**config.mk**
```make
export PLATFORM = sky130hd
export DESIGN_NAME = async_rx_bridge
export DESIGN_NICKNAME = d
export VERILOG_FILES = /design/src/rtl/async_bridge_pkg.sv /design/src/rtl/async_req_sync.sv /design/src/rtl/async_rx_bridge.sv
export SDC_FILE = /design/constraint.sdc
export NUM_CORES = 1
export LEC_CHECK = 0
export BUFFER_PORTS_ARGS = -buffer_cell sky130_fd_sc_hd__buf_4
export CORE_MARGIN = 2
export CORE_UTILIZATION = 50
export CTS_BUF_LIST = sky130_fd_sc_hd__clkbuf_2 sky130_fd_sc_hd__clkbuf_4 sky130_fd_sc_hd__clkbuf_8
export CTS_CLUSTER_SIZE = 10
export DETAILED_ROUTE_END_ITERATION = 7
export PLACE_DENSITY = 0.82
export SETUP_SLACK_MARGIN = 0.1
export SYNTH_ARGS = -nofsm -noshare
export SYNTH_HDL_FRONTEND = slang
export SYNTH_SLANG_ARGS = --single-unit
```
**constraint.sdc**
```tcl
create_clock -name clk_i -period 3.7 [get_ports clk_i]
set_input_delay 0.185 -clock clk_i [delete_from_list [all_inputs] [get_ports clk_i]]
set_output_delay 0.185 -clock clk_i [all_outputs]
set_load 0.02 [all_outputs]
```
**src/rtl/async_bridge_pkg.sv**
```systemverilog
// -----------------------------------------------------------------------------
// async_bridge_pkg
// Shared defaults for the async_rx_bridge block.
//   DEF_DATA_WIDTH : default bundled-data payload width
//   DEF_DEPTH      : default FIFO depth (power of two, >= 2)
//   SYNC_STAGES    : number of synchronizer flops on the incoming request
// Configuration macro: ASYNC_RX_SYNC3_EN
//   defined   -> 3-flop request synchronizer (write lands one edge later)
//   undefined -> 2-flop request synchronizer
// -----------------------------------------------------------------------------
package async_bridge_pkg;

   localparam int DEF_DATA_WIDTH = 32;
   localparam int DEF_DEPTH      = 4;

`ifdef ASYNC_RX_SYNC3_EN
   localparam int SYNC_STAGES = 3;
`else
   localparam int SYNC_STAGES = 2;
`endif

endpackage : async_bridge_pkg

```
**src/rtl/async_req_sync.sv**
```systemverilog
// -----------------------------------------------------------------------------
// async_req_sync
// Multi-flop level synchronizer for the two-phase request wire.
// Parameters:
//   STAGES : number of flops in the chain (>= 2)
// Ports:
//   clk_i  : destination clock
//   rst_ni : asynchronous active-low reset, clears the whole chain to 0
//   d_i    : asynchronous input level
//   q_o    : synchronized level, STAGES edges behind d_i
// -----------------------------------------------------------------------------
module async_req_sync #(
   parameter int STAGES = 2
) (
   input  logic clk_i,
   input  logic rst_ni,
   input  logic d_i,
   output logic q_o
);

   logic [STAGES-1:0] sync_q;
   logic [STAGES-1:0] sync_d;

   // Shift the raw level in at bit 0; the last bit is the only one used.
   always_comb begin
      sync_d = {sync_q[STAGES-2:0], d_i};
   end

   always_ff @(posedge clk_i or negedge rst_ni) begin
      if (!rst_ni) begin
         sync_q <= '0;
      end else begin
         sync_q <= sync_d;
      end
   end

   assign q_o = sync_q[STAGES-1];

endmodule : async_req_sync

```
**src/rtl/async_rx_bridge.sv**
```systemverilog
// -----------------------------------------------------------------------------
// async_rx_bridge
// Receives bundled-data tokens from an asynchronous two-phase (toggle)
// handshake and queues them in a first-word-fall-through FIFO for a
// synchronous valid/ready consumer.
// Parameters:
//   DATA_WIDTH : payload width
//   DEPTH      : FIFO entries, power of two, >= 2
// Ports:
//   clk_i   : clock, all state on rising edge
//   rst_ni  : asynchronous active-low reset
//   req_i   : two-phase request, every transition is one token
//   data_i  : bundled data, stable while the token is outstanding (not synchronized)
//   ack_o   : two-phase acknowledge, toggles once per accepted token (registered)
//   valid_o : FIFO head holds a token
//   data_o  : FIFO head data (first-word-fall-through)
//   ready_i : consumer takes the head when valid_o && ready_i
//   count_o : FIFO occupancy
// Handshakes:
//   Upstream: a token is outstanding while synchronized req differs from ack_o.
//   It is written and acknowledged on the same edge whenever the registered
//   occupancy is below DEPTH; otherwise it waits, and is never dropped.
//   Downstream: the head is popped on every edge where valid_o && ready_i.
// Configuration macro: ASYNC_RX_SYNC3_EN selects a 3-flop synchronizer
// (via async_bridge_pkg::SYNC_STAGES); default is 2 flops.
// -----------------------------------------------------------------------------
module async_rx_bridge
   import async_bridge_pkg::*;
#(
   parameter int DATA_WIDTH = DEF_DATA_WIDTH,
   parameter int DEPTH      = DEF_DEPTH
) (
   input  logic                         clk_i,
   input  logic                         rst_ni,
   input  logic                         req_i,
   input  logic [DATA_WIDTH-1:0]        data_i,
   output logic                         ack_o,
   output logic                         valid_o,
   output logic [DATA_WIDTH-1:0]        data_o,
   input  logic                         ready_i,
   output logic [$clog2(DEPTH+1)-1:0]   count_o
);

   localparam int AW = $clog2(DEPTH);
   localparam int CW = $clog2(DEPTH+1);
   localparam logic [CW-1:0] FULL_CNT = CW'(DEPTH);

   logic                  req_sync;
   logic                  pending;
   logic                  push;
   logic                  pop;
   logic                  ack_q, ack_d;
   logic [AW-1:0]         wr_ptr_q, wr_ptr_d;
   logic [AW-1:0]         rd_ptr_q, rd_ptr_d;
   logic [CW-1:0]         count_q, count_d;
   logic [DATA_WIDTH-1:0] mem_q [DEPTH];

   async_req_sync #(
      .STAGES (SYNC_STAGES)
   ) u_req_sync (
      .clk_i  (clk_i),
      .rst_ni (rst_ni),
      .d_i    (req_i),
      .q_o    (req_sync)
   );

   always_comb begin
      pending  = req_sync ^ ack_q;
      // Full is judged on the registered count only: a pop on the same edge
      // does not open a slot for the waiting token until the next edge.
      push     = pending && (count_q != FULL_CNT);
      pop      = (count_q != '0) && ready_i;

      ack_d    = ack_q ^ push;
      // DEPTH is a power of two, so pointer overflow is the modulo wrap.
      wr_ptr_d = push ? wr_ptr_q + 1'b1 : wr_ptr_q;
      rd_ptr_d = pop  ? rd_ptr_q + 1'b1 : rd_ptr_q;

      count_d  = count_q;
      if (push && !pop) begin
         count_d = count_q + 1'b1;
      end else if (pop && !push) begin
         count_d = count_q - 1'b1;
      end
   end

   always_ff @(posedge clk_i or negedge rst_ni) begin
      if (!rst_ni) begin
         ack_q    <= 1'b0;
         wr_ptr_q <= '0;
         rd_ptr_q <= '0;
         count_q  <= '0;
      end else begin
         ack_q    <= ack_d;
         wr_ptr_q <= wr_ptr_d;
         rd_ptr_q <= rd_ptr_d;
         count_q  <= count_d;
      end
   end

   // Storage is not reset; its contents are only visible while valid_o=1.
   always_ff @(posedge clk_i) begin
      if (push) begin
         mem_q[wr_ptr_q] <= data_i;
      end
   end

   assign ack_o   = ack_q;
   assign valid_o = (count_q != '0);
   assign data_o  = mem_q[rd_ptr_q];
   assign count_o = count_q;

endmodule : async_rx_bridge

```
==> flow_summary.yaml, run 1 <==
floorplanning:
  rows: 37
  initial_core_util_pct: 50.8
  core_um2: 10200
  dieWidth_um: 106
  dieArea_um2: 11200
  dieHeight_um: 106
  ios: 73
clocking:
  clkTransAtPathRegs_ns: 0.07
  htreeDepth: 4
  cts-root-buf: "clkbuf_8"
  clock-sinks: 138
  clockBufferDepth: 2
  cts-buffers-inserted: 17
  cts_tree: "built"
  cts_resized: 0
  clk_latency_ns: 0.44
finish:
  drive_gt1_share_pct: 42.2
  nNetsFinal: 368
  final_common_cell: "edfxtp_1"
  fillers: 715
  area_growth_pct: 27.0
  final_cell_mix: "edfxtp_1, buf_4, dlygate4sd3_1"
  final_cells: 475
  insertedDiodeCount: 0
place:
  dpl.hpwl_um: 4920
  place_inst: 409
  place_congestion: 0.686
  numPortBuffers: 72
yosys:
  async_flop_share_pct: 7.25
  synth_top_area_share_pct: 74.3
  synth_area_per_cell_um2: 24.9
  ys_ff_latch: 138
  yosysSeqAreaShare_pct: 79.1
  synth_cell_types: 20
  synth_top_area_cell: "edfxtp_1"
  yosys_most_used_dff: "edfxtp_1"
  synth_area_leaders: "edfxtp_1, mux4_2, dfrtp_1, mux4_1, ha_1"
  synth_edf_count: 128
  synth_cells: 208
  synth_nets: 250
  synthesis.area_um2: 5180
  synth-warning-count: 0
sta:
  fmaxAchievable_mhz: 383
  setup_tns_ns: 0
  finClkSkew_ns: 0.0108
  tightest_slew_ns: 0.877
  setup_violations: 0
  finalHoldViolCount: 0
  rsz0062_at_grt: "false"
  period_minus_slack_ns: 2.61
  period_share_pct: 70.5
  slew_headroom_pct: 41.5
  finalMaxSlewViolations: 0
power_and_ir_drop:
  power_density_nw_per_um2: 823
  p_leak_nw: 2.33
  ir_drop_uv: 523
outcome:
  status: "finished clean"
setup_path:
  critPathMaxFanout: 23
  start_kind: "flop"
  crit_end: "data_o[10]"
  crit_arrival_ns: 2.43
  rrSetupSlack_ns: 1.58
  rr_startpoint: "count_o[0]"
  crit_type: "flop to primary output"
  timing.rr.end: "count_o[2]"
  cp-end-kind: "primary output"
  critPathLaunch: "rd_ptr_q[0]"
  reg2regPathDepth: 8
  cp.required_ns: 3.51
routing:
  drt_iter0_drc: 82
  route.antenna.remaining_nets: 0
  post-route-drc-count: 0
  routed-via-count: 2411
  firstDrtPassIters: 4
  finalWirelength_um: 8590
  viasPerCell: 5.08
  avgRoutedWirePerCell_um: 18.1
global_routing:
  antenna_found_initial: 0
  grt_remaining_overflow: 0
  grt_max_degree: 34
  grt_pass1_vias: 2613
  grt.total_usage_pct: 16.5
  grt_first_pass_wirelength_um: 13300
run:
  maxCapViolCount: 0
hold_path:
  worstHoldPathType: "input pin to flop"
registers in the layout, indices dropped and copies added (netlist names), named ones only:
signal             cells
count_o                3
mem_q                128
rd_ptr_q               2
u_req_sync.sync_q      2
wr_ptr_q               2
metrics by stage:
stage	hold slack, ns	util [%]	total power, mW	instance area [µm²]	setup slack (ns)
final	0.0652	64.5	5.41	6570	1.09
after global routing	0.0545	64.5	5.66	6570	0.915
after CTS	0.0473	64.5	5.49	6570	1.02
after detailed placement	0.0230	57.1	4.18	5810	1.50
after global placement	0.0160	57.1	4.13	5810	1.53
after floorplan	-0.111	-	3.56	5180	1.47
what timing repair did:
action                    CTS  global route
hold endpoints to repair  139             0
hold buffers               34             0
setup buffers               0             0
worst min path at each step:
stage                     slack [ns]     from  cells after the start              endpoint
after floorplan                -0.11   rst_ni                      0             async pin
after global placement          0.02   rst_ni                      1  u_req_sync.sync_q[0]
after detailed placement        0.02   rst_ni                      1  u_req_sync.sync_q[0]
after CTS                       0.05  ready_i                      3           rd_ptr_q[1]
after global routing            0.05  ready_i                      3           rd_ptr_q[0]
final                           0.07  ready_i                      3           rd_ptr_q[1]
layout make-up:
cell class,instances,area [µm²],share of cell area [%]
clock buffers,17,234,3.56
repair buffers,107,888,13.5
inverters,3,11.3,0.171
flip-flops and latches,138,4100,62.3
clock inverters,15,186,2.84
multi-input cells,59,986,15.0
well taps,136,170,2.59
cells by family (layout without fill, tap and decap cells):
kind of cell | Yosys count | count (layout) | share of synthesized area [%]
AOI/OAI and AO/OA | 1 | 1 | 0.314
xor gates and xnor gates | 7 | 7 | 1.18
adders and majority gates | 6 | 6 | 1.60
buffers and inverters | 11 | 142 | 1.96
DFF | 138 | 138 | 79.1
muxes | 35 | 35 | 14.9
and+or+nand+nor | 10 | 10 | 0.991
Yosys cell counts, types with 2 or more instances:
library cell,instances
and2_1,4
buf_12,3
buf_2,3
dfrtp_1,10
edfxtp_1,128
ha_1,5
inv_1,3
mux2_2,3
mux4_1,4
mux4_2,28
nand2_1,2
nor2_1,2
xnor2_1,5
xor2_1,2
where the power goes:
group	internal [mW]	leakage (nW)	switching, mW
clock	0.679	0.212	0.595
sequential	2.13	1.29	0.249
combinational	0.861	0.833	0.890
total	3.67	2.33	1.73
critical path, cell delays in order (launching register included):
cell	delay [ns]
dfrtp_2	0.86
buf_4	0.39
mux4_2	0.55
buf_4	0.18
per-layer routing:
layer | wire (µm) | vias to the layer above | track usage, % | part of all wire [%]
met5 | 0 | - | 0 | 0
met4 | 112 | 0 | 6.20 | 1.3
met3 | 423 | 11 | 5.94 | 4.9
met2 | 4580 | 60 | 28.2 | 53
met1 | 3470 | 1236 | 19.1 | 40
li1 | - | 1104 | - | -
(Power assumes the default switching activity.)
==> run 2: changes to the inputs <==
==> constraint.sdc (replaced) <==
create_clock -name clk_i -period 2.6 [get_ports clk_i]
set_input_delay 0.13 -clock clk_i [delete_from_list [all_inputs] [get_ports clk_i]]
set_output_delay 0.13 -clock clk_i [all_outputs]
set_load 0.02 [all_outputs]
==> flow_summary.yaml, run 2 (synthesis results as in run 1) <==
setup_path:
  cp-end-kind: "flop"
  cp_slowest_cell: "dfrtp_1"
  critPathMaxFanout: 5
  crit_type: "flop to flop"
  crit_arrival_ns: 2.53
  cp.required_ns: 2.94
  crit_top_cell: "xor2_1"
  cp_cell_sequence: "or3_1, nand2_1, ha_1, inv_1, fa_1, xor2_1, nor2_1, xor2_1"
  max_stage_delay_ns: 0.45
  start_kind: "flop"
place:
  dp_worst_setup_slack_ns: 0.432
  numPortBuffers: 72
  place_congestion: 0.738
  place_inst: 416
  placedInstanceArea_um2: 5930
sta:
  finClkSkew_ns: 0.0205
  period_minus_slack_ns: 2.19
  fmaxAchievable_mhz: 457
  setup_ws_ns: 0.412
  slew_headroom_pct: 70.7
  whs_ns: 0.0559
  setup_violations: 0
  rsz0062_at_grt: "false"
  tightest_slew_ns: 0.439
  finalMaxSlewViolations: 0
  period_share_pct: 84.1
  finalHoldViolCount: 0
  setup_tns_ns: 0
power_and_ir_drop:
  finalPower_mw: 7.75
  power_density_nw_per_um2: 1160
  p_leak_nw: 2.39
  ir_drop_uv: 647
finish:
  fin_util_pct: 65.5
  nNetsFinal: 376
  largest_reg_flops: 128
  fin_area_um2: 6670
  final_common_cell: "edfxtp_1"
  final_cell_mix: "edfxtp_1, buf_4, dlygate4sd3_1"
  insertedDiodeCount: 0
  area_growth_pct: 28.9
  regMostFlops: "mem_q"
  final_cells: 483
  fillers: 699
  drive_gt1_share_pct: 43.2
clocking:
  cts-buffers-inserted: 17
  post_cts_buffers: 0
  clkTransAtPathRegs_ns: 0.09
  cts_hold_buffers: 35
  clock-sinks: 138
  cts-root-buf: "clkbuf_8"
  htreeDepth: 4
  clk_latency_ns: 0.43
  clockBufferDepth: 2
  cts_resized: 0
  cts_tree: "built"
floorplanning:
  initial_core_util_pct: 50.8
  ios: 73
  dieHeight_um: 106
  dieWidth_um: 106
  core_um2: 10200
  dieArea_um2: 11200
  rows: 37
routing:
  finalWirelength_um: 8790
  avgRoutedWirePerCell_um: 18.2
  viasPerCell: 5.04
  routed-via-count: 2432
  route.antenna.remaining_nets: 0
  post-route-drc-count: 0
  firstDrtPassIters: 4
  drt_iter0_drc: 101
global_routing:
  grt_max_degree: 23
  grt.total_usage_pct: 17.3
  grt_first_pass_wirelength_um: 14200
  grt_remaining_overflow: 0
  grt_pass1_vias: 2673
  antenna_found_initial: 0
outcome:
  status: "finished clean"
hold_path:
  worstHoldPathType: "input pin to async pin"
run:
  maxCapViolCount: 0
run 2: cell types whose count changed in the layout (fill, tap and decap cells not counted), sizes merged:
cell,delta
clkinv,+1
inv,-3
bufinv,-1
clkinvlp,-1
buf,+7
dlygate4sd3,+1
clkbuf,+4
run 2: where the power goes:
part | total [mW] | switching [mW] | internal (mW)
Clock | 1.70 | 0.776 | 0.925
Sequential | 3.24 | 0.212 | 3.03
Combinational | 2.81 | 1.45 | 1.35
run 2: cell type report:
cell class	instances	area, µm²	area share [%]
Sequential cell	138	4100	61.4
Timing Repair Buffer	115	1010	15.2
Multi-Input combinational cell	59	986	14.8
Clock buffer	21	277	4.14
Tap cell	136	170	2.55
Clock inverter	11	120	1.80
Inverter	3	11.3	0.169
run 2: final timing paths:
check	from	to	slack, ns	cells past startpoint
min in group clk_i	req_i	u_req_sync.sync_q[0]	0.36	2
hold / removal	rst_ni	count_o[1]	0.06	2
setup reg to reg	count_o[0]	count_o[2]	0.41	8
setup / recovery	count_o[0]	count_o[2]	0.41	8
hold reg to reg	u_req_sync.sync_q[0]	u_req_sync.sync_q[1]	0.37	0
max in group asynchronous	rst_ni	rd_ptr_q[0]	2.37	2
run 2: worst max-delay path, delay by kind of cell (launching register included):
kind / cells / cell delay, ns
XOR/XNOR: 2 / 0.34
adder cells (fa/ha/maj): 2 / 0.58
buffers and inverters: 1 / 0.07
flip-flops: 1 / 0.45
AND/OR/NAND/NOR: 3 / 0.68
run 2: layer usage:
layer  GRT usage, %  part of all wire, %  vias to the layer above
met1           21.9                   43                     1243
li1               -                    -                     1117
met3           5.57                  4.1                       11
met2           28.2                   51                       61
met4           6.77                  1.3                        0
met5              0                    0                        -
==> run 3: changes to the inputs <==
==> constraint.sdc (replaced) <==
create_clock -name clk_i -period 2.1 [get_ports clk_i]
set_input_delay 0.105 -clock clk_i [delete_from_list [all_inputs] [get_ports clk_i]]
set_output_delay 0.105 -clock clk_i [all_outputs]
set_load 0.02 [all_outputs]
==> flow_summary.yaml, run 3 (synthesis results as in run 1) <==
setup_path:
  cp_slowest_cell: "dfrtp_4"
  critPathMaxFanout: 5
  critPathBufInv: 3
  crit_type: "flop to primary output"
  cp_cell_sequence: "buf_12, buf_4, mux4_2, buf_4"
  start_kind: "flop"
  critPathTopFamily: "flip-flops"
  crit_top_cell: "buf_4"
  reg2regPathDepth: 8
  cp_num_cells: 4
  crit_arrival_ns: 1.85
  cp-end-kind: "primary output"
  cp.required_ns: 2.00
  max_stage_delay_ns: 0.54
finish:
  regMostFlops: "mem_q"
  insertedDiodeCount: 0
  largest_reg_flops: 128
  fillers: 654
  fin_util_pct: 67.5
  area_growth_pct: 32.8
  seqCellArea_um2: 4110
  drive_gt1_share_pct: 47.2
  nNetsFinal: 391
  final_common_cell: "edfxtp_1"
  multiInputGateArea_um2: 1010
  final_cell_mix: "edfxtp_1, buf_4, dlygate4sd3_1"
global_routing:
  grt_pass1_vias: 2680
  antenna_found_initial: 0
  grt_max_degree: 22
  grt_remaining_overflow: 0
  grt_first_pass_wirelength_um: 13500
  grt.total_usage_pct: 16.8
power_and_ir_drop:
  p_leak_nw: 2.47
  ir_drop_uv: 781
  power_density_nw_per_um2: 1490
  finalPower_mw: 10.2
routing:
  routed-via-count: 2521
  viasPerCell: 5.06
  drt_iter0_drc: 142
  post-route-drc-count: 0
  finalWirelength_um: 8610
  avgRoutedWirePerCell_um: 17.3
  firstDrtPassIters: 4
  route.antenna.remaining_nets: 0
sta:
  finClkSkew_ns: 0.00978
  slew_headroom_pct: 77.9
  fmaxAchievable_mhz: 512
  finalHoldViolCount: 0
  setup_violations: 0
  whs_ns: 0.0286
  finalMaxSlewViolations: 0
  rsz0062_at_grt: "true"
  setup_tns_ns: 0
  period_minus_slack_ns: 1.95
  period_share_pct: 93.0
  tightest_slew_ns: 0.331
floorplanning:
  dieArea_um2: 11200
  core_um2: 10200
  ios: 73
  rows: 37
  initial_core_util_pct: 50.8
  dieHeight_um: 106
  dieWidth_um: 106
place:
  dpl.hpwl_um: 5310
  place_congestion: 0.704
  numPortBuffers: 72
clocking:
  clockBufferDepth: 2
  clkTransAtPathRegs_ns: 0.07
  cts-buffers-inserted: 17
  htreeDepth: 4
  clk_latency_ns: 0.43
  cts_tree: "built"
  cts-root-buf: "clkbuf_8"
  clock-sinks: 138
outcome:
  status: "finished clean"
hold_path:
  worstHoldPathType: "input pin to async pin"
run:
  maxCapViolCount: 0
## run 3: report_power, final
group	internal, mW	leakage, nW	switching, mW
combinational	1.88	0.960	1.86
clock	1.51	0.226	0.933
sequential	3.77	1.28	0.262
## run 3: per-stage QoR
stage / cell area (µm²) / cells / worst slack [ns]
6_report: 6870 / 498 / 0.147
3_3_place_gp: 5960 / 423 / 0.118
4_1_cts: 6820 / 493 / 0.0758
2_1_floorplan: 5190 / 208 / 0.0378
3_5_place_dp: 5960 / 423 / 0.0622
5_1_grt: 6870 / 498 / 0.0823
## run 3: final cells by class
type | count | share of cell area [%]
Inverter | 3 | 0.164
Sequential cell | 138 | 59.7
Timing Repair Buffer | 130 | 16.2
Multi-Input combinational cell | 59 | 14.7
Clock buffer | 17 | 3.40
Tap cell | 136 | 2.48
Clock inverter | 15 | 3.33
## run 3: layer usage
layer  track usage, %  part of all wire (%)  routed length [µm]  vias to the layer above
li1                 -                     -                   -                     1148
met1             19.9                    41                3550                     1275
met2             27.1                    52                4440                       83
met3             6.56                   5.5                 471                       15
met4             7.80                   1.7                 146                        0
met5                0                     0                   0                        -
## run 3: timing repair
| action | 4_1_cts | 5_1_grt |
|---|---|---|
| pin swaps | 1 | 5 |
| setup buffers | 3 | 5 |
| hold endpoints to repair | 141 | 0 |
| resized for setup | 5 | 7 |
| cloned | 0 | 0 |
| setup endpoints to repair | 28 | 15 |
| hold buffers | 35 | 0 |
## run 3: worst register-to-register path, delay by kind of cell, from the launching register on
family,cells,cell delay [ns]
buffers and inverters,1,0.05
and+or+nand+nor,3,0.61
DFF,1,0.41
adders and majority gates,2,0.46
xor gates and xnor gates,2,0.30
## run 3: worst paths after layout
path	from	slack (ns)	endpoint
setup / recovery	rd_ptr_q[0]	0.15	data_o[26]
hold / removal	rst_ni	0.03	rd_ptr_q[1]
setup reg to reg	count_o[2]	0.19	count_o[2]
hold reg to reg	u_req_sync.sync_q[0]	0.36	u_req_sync.sync_q[1]
max in group asynchronous	rst_ni	1.92	rd_ptr_q[0]
min in group clk_i	req_i	0.32	u_req_sync.sync_q[0]
